===== config.mk =====
export PLATFORM = sky130hd
export DESIGN_NAME = out_sender
export DESIGN_NICKNAME = d
export VERILOG_FILES = /design/src/rtl/out_sender.sv
export SDC_FILE = /design/constraint.sdc
export NUM_CORES = 1
export LEC_CHECK = 0
export CORE_MARGIN = 4
export CORE_UTILIZATION = 48
export DETAILED_ROUTE_END_ITERATION = 6
export GPL_TIMING_DRIVEN = 1
export HOLD_SLACK_MARGIN = 0.12
export PLACE_DENSITY = 0.77
export SYNTH_ARGS = -nofsm -noshare
export SYNTH_HDL_FRONTEND = slang
export SYNTH_SLANG_ARGS = --single-unit
export TNS_END_PERCENT = 20

===== constraint.sdc =====
create_clock -name clk -period 9.8 [get_ports clk]
set_clock_uncertainty 0.1 [all_clocks]
set_input_delay 0.98 -clock clk [delete_from_list [all_inputs] [get_ports clk]]
set_output_delay 0.98 -clock clk [all_outputs]
set_load 0.02 [all_outputs]

===== src/rtl/out_sender.sv =====
// UART transmit side of the calculator link: serialises the captured result
// buffer as 8N1 frames, LSB first, skipping null bytes and appending EOL_CHAR.
module out_sender #(
  parameter int          CLKS_PER_BIT = 10417,
  parameter int          NUM_CHARS    = 15,
  parameter logic [7:0]  EOL_CHAR     = 8'h0d
) (
  input  logic                   clk,
  input  logic                   rst,
  input  logic                   out_en,
  input  logic [8*NUM_CHARS-1:0] out_q,
  output logic                   tx,
  output logic                   busy,
  output logic                   sent
);

  localparam int CNT_W = (CLKS_PER_BIT > 1) ? $clog2(CLKS_PER_BIT) : 1;
  localparam int IDX_W = (NUM_CHARS > 1) ? $clog2(NUM_CHARS) : 1;
  localparam logic [CNT_W-1:0] BAUD_MAX = CNT_W'(CLKS_PER_BIT - 1);
  localparam logic [IDX_W-1:0] LAST_IDX = IDX_W'(NUM_CHARS - 1);

  localparam logic [2:0] ST_IDLE  = 3'd0;
  localparam logic [2:0] ST_SCAN  = 3'd1;
  localparam logic [2:0] ST_START = 3'd2;
  localparam logic [2:0] ST_DATA  = 3'd3;
  localparam logic [2:0] ST_STOP  = 3'd4;
  localparam logic [2:0] ST_EOL   = 3'd5;
  localparam logic [2:0] ST_DONE  = 3'd6;

  logic [2:0]             state;
  logic [IDX_W-1:0]       idx;
  logic [2:0]             bit_cnt;
  logic [CNT_W-1:0]       baud_cnt;
  logic                   eol_flag;
  logic [8*NUM_CHARS-1:0] buf_q;
  logic [7:0]             shift;
  logic [7:0]             byte_sel;
  logic                   tx_nxt;
  logic                   baud_end;

  assign baud_end = (baud_cnt == BAUD_MAX);

  always_comb begin
    byte_sel = 8'h00;
    for (int i = 0; i < NUM_CHARS; i++)
      if (idx == IDX_W'(i)) byte_sel = buf_q[8*(NUM_CHARS-1-i) +: 8];
  end

  // Line level is a function of the current state; registering it keeps tx glitch-free.
  always_comb begin
    tx_nxt = 1'b1;
    case (state)
      ST_START: tx_nxt = 1'b0;
      ST_DATA:  tx_nxt = shift[bit_cnt];
      default:  tx_nxt = 1'b1;
    endcase
  end

  always_ff @(posedge clk or posedge rst) begin
    if (rst) begin
      state    <= ST_IDLE;
      idx      <= '0;
      bit_cnt  <= '0;
      baud_cnt <= '0;
      eol_flag <= 1'b0;
      tx       <= 1'b1;
      busy     <= 1'b0;
      sent     <= 1'b0;
    end else begin
      tx   <= tx_nxt;
      sent <= 1'b0;
      case (state)
        ST_IDLE: begin
          if (out_en) begin
            idx      <= '0;
            eol_flag <= 1'b0;
            busy     <= 1'b1;
            state    <= ST_SCAN;
          end
        end
        ST_SCAN: begin
          baud_cnt <= '0;
          if (byte_sel != 8'h00) state <= ST_START;
          else if (idx == LAST_IDX) state <= ST_EOL;
          else idx <= idx + 1'b1;
        end
        ST_START: begin
          if (baud_end) begin
            baud_cnt <= '0;
            bit_cnt  <= '0;
            state    <= ST_DATA;
          end else begin
            baud_cnt <= baud_cnt + 1'b1;
          end
        end
        ST_DATA: begin
          if (baud_end) begin
            baud_cnt <= '0;
            if (bit_cnt == 3'd7) state <= ST_STOP;
            else bit_cnt <= bit_cnt + 3'd1;
          end else begin
            baud_cnt <= baud_cnt + 1'b1;
          end
        end
        ST_STOP: begin
          if (baud_end) begin
            baud_cnt <= '0;
            if (eol_flag) begin
              sent  <= 1'b1;
              state <= ST_DONE;
            end else if (idx == LAST_IDX) begin
              state <= ST_EOL;
            end else begin
              idx   <= idx + 1'b1;
              state <= ST_SCAN;
            end
          end else begin
            baud_cnt <= baud_cnt + 1'b1;
          end
        end
        ST_EOL: begin
          eol_flag <= 1'b1;
          baud_cnt <= '0;
          state    <= ST_START;
        end
        ST_DONE: begin
          // Hold until control drops its request so one request yields one message.
          if (!out_en) begin
            busy  <= 1'b0;
            state <= ST_IDLE;
          end
        end
        default: state <= ST_IDLE;
      endcase
    end
  end

  // Message and character storage carry no reset; they are always reloaded before use.
  always_ff @(posedge clk) begin
    if (state == ST_IDLE && out_en) buf_q <= out_q;
    if (state == ST_SCAN && byte_sel != 8'h00) shift <= byte_sel;
    else if (state == ST_EOL) shift <= EOL_CHAR;
  end

endmodule


==> results by group, run 1 <==
Outcome
  • Status: complete, no violations

STA
  • Ratio of final minimum period to clock period: 0.413
  • Final setup fails: 0
  • Min Tclk post-route: 4050 ps
  • RSZ-0062 raised after global routing: no
  • Slew HR: 0.269
  • Slew @ Worst Pin: 1100 ps
  • Setup TNS: 0 ps
  • F_max: 0.247 GHz
  • Fin. Hold Viols: 0
  • Fin. max-slew vios: 0

Yosys
  • Sequential share of the synthesized area: 0.646
  • Ys flop type: edfxtp_1
  • Post-synth top cells: 128 x edfxtp_1, 52 x nand2_1, 44 x a21oi_1, 27 x dfrtp_1, 27 x nor2_1
  • Post-synth ARST share: 0.179
  • Ys Warns: 0
  • Cell taking the most area after synthesis: edfxtp_1
  • Share of the synthesized area in the top cell type: 0.546
  • Number of flops mapped to enable cells by yosys: 128
  • Mapped Area: 7040 µm²
  • Synthesized flop and latch total: 156
  • Most frequent cell after synthesis: edfxtp_1
  • Cell variety after synth: 68
  • Synth area leaders: edfxtp_1 55%, dfrtp_1 9.6%, a21oi_1 3.1%, nand2_1 2.8%, o21ai_0 1.5%
  • Mapped Nets: 685
  • Post-synthesis instance total: 554
  • Syn Area/Cell: 12.7 µm²

Hold path
  • Worst Hold Class: flip-flop to flip-flop

Setup path
  • Worst R2R Path Depth: 9
  • Worst path depth: 9
  • Critical path destination: shift[0]
  • WP data arrival: 4010 ps
  • CP required: 9760 ps
  • CP delay by family, top: simple AND/OR/NAND/NOR gates
  • R2r setup slk: 5750 ps
  • CP startpoint: idx[0]
  • Worst path slowest cell: ha_1
  • Crit end category: flip-flop
  • R2r endpoint: shift[0]
  • Kind of critical path: flip-flop to flip-flop
  • CP dominant cell by count: nor2_1
  • Crit path cell chain: ha_1 > nor3b_1 > o2bb2ai_1 > o221ai_1 > a211oi_1 > nor4b_4 > nand4_4 > nor2_1 > nor2_1
  • Critical Path Max Stage Delay: 810 ps
  • Reg-to-reg startpoint: idx[0]
  • Worst-path maximum fanout: 28
  • Worst Setup Start Kind: flip-flop
  • Crit path buf inv count: 0

Clocking
  • CTS Hold Buffers Added: 0
  • Clk_lat worst skew: 430 ps
  • Post-CTS sizing: 0
  • Postcts setup bufs: 0
  • CTS buffer count: 17
  • CTS sink count: 156
  • Clk slew on worst S/H paths: 60 ps
  • Clock root cell: clkbuf_16
  • TritonCTS clock tree: built
  • Max clock buf depth: 2
  • H-tree levels: 4

GRT
  • Initial antenna violation count: 0
  • Grt total ovfl: 0
  • Largest net degree at the start of global routing: 64
  • Vias in the first global route: 5393
  • Total track usage: 0.216
  • Busiest grt layer: met2
  • M1 GR Usage: 0.260
  • GRT met3 Usage: 0.0585
  • Met2 Use GR: 0.372
  • First-pass GRT wire length: 27400 µm

Finish
  • Nets: 803
  • Final Cell Area: 9010 µm²
  • Share of cells above drive strength 1: 0.0803
  • Fillers: 1046
  • ANT cells: 0
  • Layout Utilization: 0.640
  • Syn-to-layout area delta: 28.1%

Power and ir drop
  • Maximum vdd drop: 172 µV
  • Logic gate share of total power: 0.293
  • Clk pwr share: 0.296
  • P_sw: 0.741 mW
  • Leakage: 3.12 nW
  • Power density over the cells: 245 nW/µm²
  • Net Sw Frac: 0.335
  • P_int: 1.47 mW
  • Seq pwr share: 0.412

Floorplan
  • Die Span X: 129 µm
  • I/O pin cnt: 126
  • Cell Rows: 43
  • Total core area: 14100 µm²
  • Die height: 129 µm
  • Starting Density: 0.499
  • Die area: 16700 µm²

Placement
  • Routability congestion estimate: 0.885
  • HPWL Detailed: 12700 µm
  • Area after DPL: 8430 µm²
  • Port bufs: 125

Detailed routing
  • Vias: 5264
  • ANT nets after route: 0
  • Final wirelength: 18000 µm
  • WL/cell: 20.8 µm
  • DR iter-0 viols: 609
  • Avg Vias per Cell: 6.09
  • DRC: 0
  • TritonRoute pass-1 iters: 6

Run
  • Max-cap viol count: 0
-- layer usage --
metal / vias to the layer above / part of all wire / routed length (µm)
li1: 2393 / - / -
met1: 2576 / 0.39 / 7010
met2: 262 / 0.52 / 9340
met3: 33 / 0.072 / 1290
met4: 0 / 0.019 / 335
met5: - / 0 / 0
-- flip-flops by register name (all words and copies together), names as in the netlist, 3 cells and up --
register  cells
state         3
bit_cnt       3
shift         8
buf_q       120
idx           4
baud_cnt     14
-- metrics by stage --
stage	hold slack [ps]	setup slack [ps]	total power, mW	cells
after detailed placement	460	5780	1.56	833
after global placement	430	5960	1.53	833
final	461	5750	2.21	865
after floorplan	405	3470	1.37	554
after global routing	509	5490	2.31	865
after CTS	474	5770	2.21	865
-- worst reg2reg max path: cells and delay by family (launching register included) --
| family | cells | cell delay (ps) |
|---|---|---|
| flip-flops | 1 | 420 |
| AND/OR/NAND/NOR | 5 | 1560 |
| AO/OA/AOI/OAI | 3 | 790 |
| adder cells (fa/ha/maj) | 1 | 810 |
-- how the worst min path moves through the flow --
stage | start | to | depth (start not counted) | slack [ps]
floorplan | baud_cnt[13] | baud_cnt[13] | 2 | 410
global placement | baud_cnt[13] | baud_cnt[13] | 2 | 430
detailed placement | baud_cnt[13] | baud_cnt[13] | 2 | 460
CTS | baud_cnt[13] | baud_cnt[13] | 2 | 470
global route | baud_cnt[0] | baud_cnt[0] | 1 | 510
finish | baud_cnt[13] | baud_cnt[13] | 2 | 460
-- power by group through the flow --
stage               clock (mW)  combinational [mW]  sequential, mW
floorplan                    0               0.473           0.893
global placement             0               0.613           0.918
detailed placement           0               0.636           0.922
CTS                      0.662               0.640           0.909
global route             0.692               0.703           0.919
finish                   0.654               0.648           0.911
-- area by class of cell --
| type | instances | area, µm² | share of cell area |
|---|---|---|---|
| multi-input combinational | 346 | 2280 | 0.253 |
| timing repair buffer | 131 | 1300 | 0.144 |
| clock inverter | 15 | 163 | 0.0180 |
| sequential | 156 | 4550 | 0.504 |
| tap | 180 | 225 | 0.0250 |
| clock buffer | 17 | 425 | 0.0472 |
| inverter | 20 | 75.1 | 0.00833 |
-- placed cells by master (no fill, tap or decap), types with 6 or more instances in the layout --
cell             Yosys  final
a211oi_1            13     13
a21oi_1             44     44
a221oi_1            10     10
buf_4                0      6
clkbuf_16            0     17
clkdlybuf4s50_1      0    125
dfrtp_1             27     27
edfxtp_1           128    128
ha_1                 8      8
inv_1               15     15
nand2_1             52     52
nand3_1              9      9
nand3b_1             8      8
nor2_1              27     27
nor2b_1             12     12
nor3_1              12     11
nor3b_1              6      6
o21ai_0             21     21
o221a_2              6      6
o221ai_1            12     12
o22ai_1              6      6
o2bb2ai_1            7      7
xor2_1               7      7
-- kinds of logic after synthesis --
family,synth area share
muxes,0.0123
buffers and inverters,0.0308
adders and majority gates,0.0142
DFF,0.646
and+or+nand+nor,0.116
AOI/OAI and AO/OA,0.169
xor gates and xnor gates,0.0112
Note: power is estimated with default switching activity, not from simulation.
==> inputs of run 2 (changes only) <==
CORE_UTILIZATION = 53   (was 48)
PLACE_DENSITY = 0.8   (was 0.77)
clock period = 4 ns   (was 9.8 ns; I/O delays follow)
==> run 2 against run 1 <==
Against the previous run: hold slack got worse by 38 ps; sequential power rose by 140%; wire length rose by 0.71%; global-route usage rose by 3.1 points; die area fell by 8.9%; final cell count fell by 0.23%; sequential share of layout area fell by 0.27 points; critical path depth rose by 2; worst setup slack got worse by 5400 ps; final area rose by 0.54%; largest cell class unchanged.
==> results by group, run 2 (synthesis gave the netlist of run 1 again) <==
Outcome
  • Status: complete, no violations

GRT
  • Initial antenna violation count: 0
  • Grt total ovfl: 0
  • First-pass GRT wire length: 28100 µm
  • Total track usage: 0.247
  • Largest net degree at the start of global routing: 92
  • Vias in the first global route: 5448

Detailed routing
  • Final wirelength: 18100 µm
  • DR iter-0 viols: 566
  • Avg Vias per Cell: 6.19
  • TritonRoute pass-1 iters: 5
  • Vias: 5340
  • DRC: 0
  • WL/cell: 21.0 µm
  • ANT nets after route: 0

STA
  • Setup TNS: 0 ps
  • F_max: 0.277 GHz
  • Min Tclk post-route: 3600 ps
  • Fin Hold WS: 423 ps
  • Slew HR: 0.294
  • Final WS setup: 395 ps
  • RSZ-0062 raised after global routing: no
  • Slew @ Worst Pin: 1060 ps
  • Fin. max-slew vios: 0
  • Fin. Hold Viols: 0
  • Final setup fails: 0
  • Ratio of final minimum period to clock period: 0.901

Finish
  • Multi-input gate area: 2290 µm²
  • ANT cells: 0
  • Fillers: 872
  • Syn-to-layout area delta: 28.8%
  • Share of cells above drive strength 1: 0.0941
  • Nets: 809
  • Most flops, register: buf_q
  • Layout Utilization: 0.707
  • Most common cell after layout, fill and taps aside: edfxtp_1
  • Register Area: 4550 µm²
  • Largest regs: buf_q: 120 flops, baud_cnt: 14 flops, shift: 8 flops
  • Final Cell Area: 9060 µm²
  • Most frequent cells in the layout: 128 x edfxtp_1, 125 x clkdlybuf4s50_1, 51 x nand2_1
  • Max FFs per register: 120
  • Non-Filler Instances: 863

Setup path
  • Worst-path maximum fanout: 15
  • Critical path destination: shift[0]
  • Crit path cell chain: inv_1 > ha_1 > buf_4 > nand2b_1 > o22ai_1 > a311o_1 > a2bb2oi_1 > nor4b_4 > nand4_4 > nor2_1 > nor2_1
  • Worst R2R Path Depth: 11
  • Crit path buf inv count: 2
  • CP startpoint: idx[1]
  • Worst path slowest cell: nor2_1
  • Reg-to-reg startpoint: idx[1]
  • Worst path depth: 11
  • R2r setup slk: 400 ps
  • Critical Path Max Stage Delay: 510 ps
  • CP required: 3960 ps
  • Worst Setup Start Kind: flip-flop
  • R2r endpoint: shift[0]
  • CP dominant cell by count: nor2_1
  • Crit end category: flip-flop
  • CP delay by family, top: simple AND/OR/NAND/NOR gates
  • WP data arrival: 3560 ps
  • Kind of critical path: flip-flop to flip-flop

Clocking
  • CTS Hold Buffers Added: 0
  • Clk_lat worst skew: 430 ps
  • TritonCTS clock tree: built
  • Clock root cell: clkbuf_16
  • Clk slew on worst S/H paths: 60 ps
  • Max clock buf depth: 2
  • H-tree levels: 4
  • Postcts setup bufs: 0
  • Post-CTS sizing: 0
  • CTS sink count: 156
  • CTS buffer count: 17

Hold path
  • Hold path cells: 1
  • Worst Hold Class: primary input to flip-flop

Placement
  • Port bufs: 125
  • Routability congestion estimate: 0.977
  • Placed Cells: 831
  • Area after DPL: 8480 µm²
  • Dpl ws: 469 ps
  • HPWL Detailed: 13100 µm

Floorplan
  • Total core area: 12800 µm²
  • Starting Density: 0.549
  • Die height: 123 µm
  • Die area: 15200 µm²
  • Cell Rows: 41
  • Die Span X: 123 µm
  • I/O pin cnt: 126

Power and ir drop
  • Leakage: 3.15 nW
  • Logic gate share of total power: 0.300
  • Net Sw Frac: 0.335
  • Power density over the cells: 603 nW/µm²
  • P_int: 3.63 mW
  • Maximum vdd drop: 361 µV
  • Clk pwr share: 0.291
  • P_sw: 1.83 mW
  • Seq pwr share: 0.408
  • Final Power: 5.47 mW

Run
  • Max-cap viol count: 0
run 2: changes by cell type in the layout (fill, tap and decap cells not counted), sizes merged:
cell and change:
buf +6, clkinv -1, clkinvlp +1
run 2: cell type report:
cell class,instances,share of cell area
Sequential cell,156,0.502
Tap cell,172,0.0237
Clock inverter,15,0.0178
Multi-Input combinational cell,346,0.252
Inverter,20,0.00828
Clock buffer,17,0.0469
Timing Repair Buffer,137,0.149
run 2: routing by layer:
layer,track usage,vias up,wire length (µm)
met2,0.422,305,9240
met3,0.0869,50,1510
met1,0.288,2583,6890
met4,0.0907,0,462
met5,0,-,0
li1,-,2402,-
run 2: worst min path at each step:
stage                       startpoint      endpoint  slack (ps)
after floorplan                    rst   baud_cnt[0]         360
after global placement            busy          busy         430
after detailed placement  baud_cnt[13]  baud_cnt[13]         450
after CTS                   out_q[109]    buf_q[109]         410
after global routing         out_q[35]     buf_q[35]         410
final                       out_q[109]    buf_q[109]         420
run 2: power groups by stage:
stage	Combinational, mW	Clock (mW)	Sequential, mW
global route	1.77	1.68	2.26
global placement	1.53	0	2.25
floorplan	1.17	0	2.18
finish	1.64	1.59	2.23
CTS	1.61	1.60	2.23
detailed placement	1.59	0	2.26
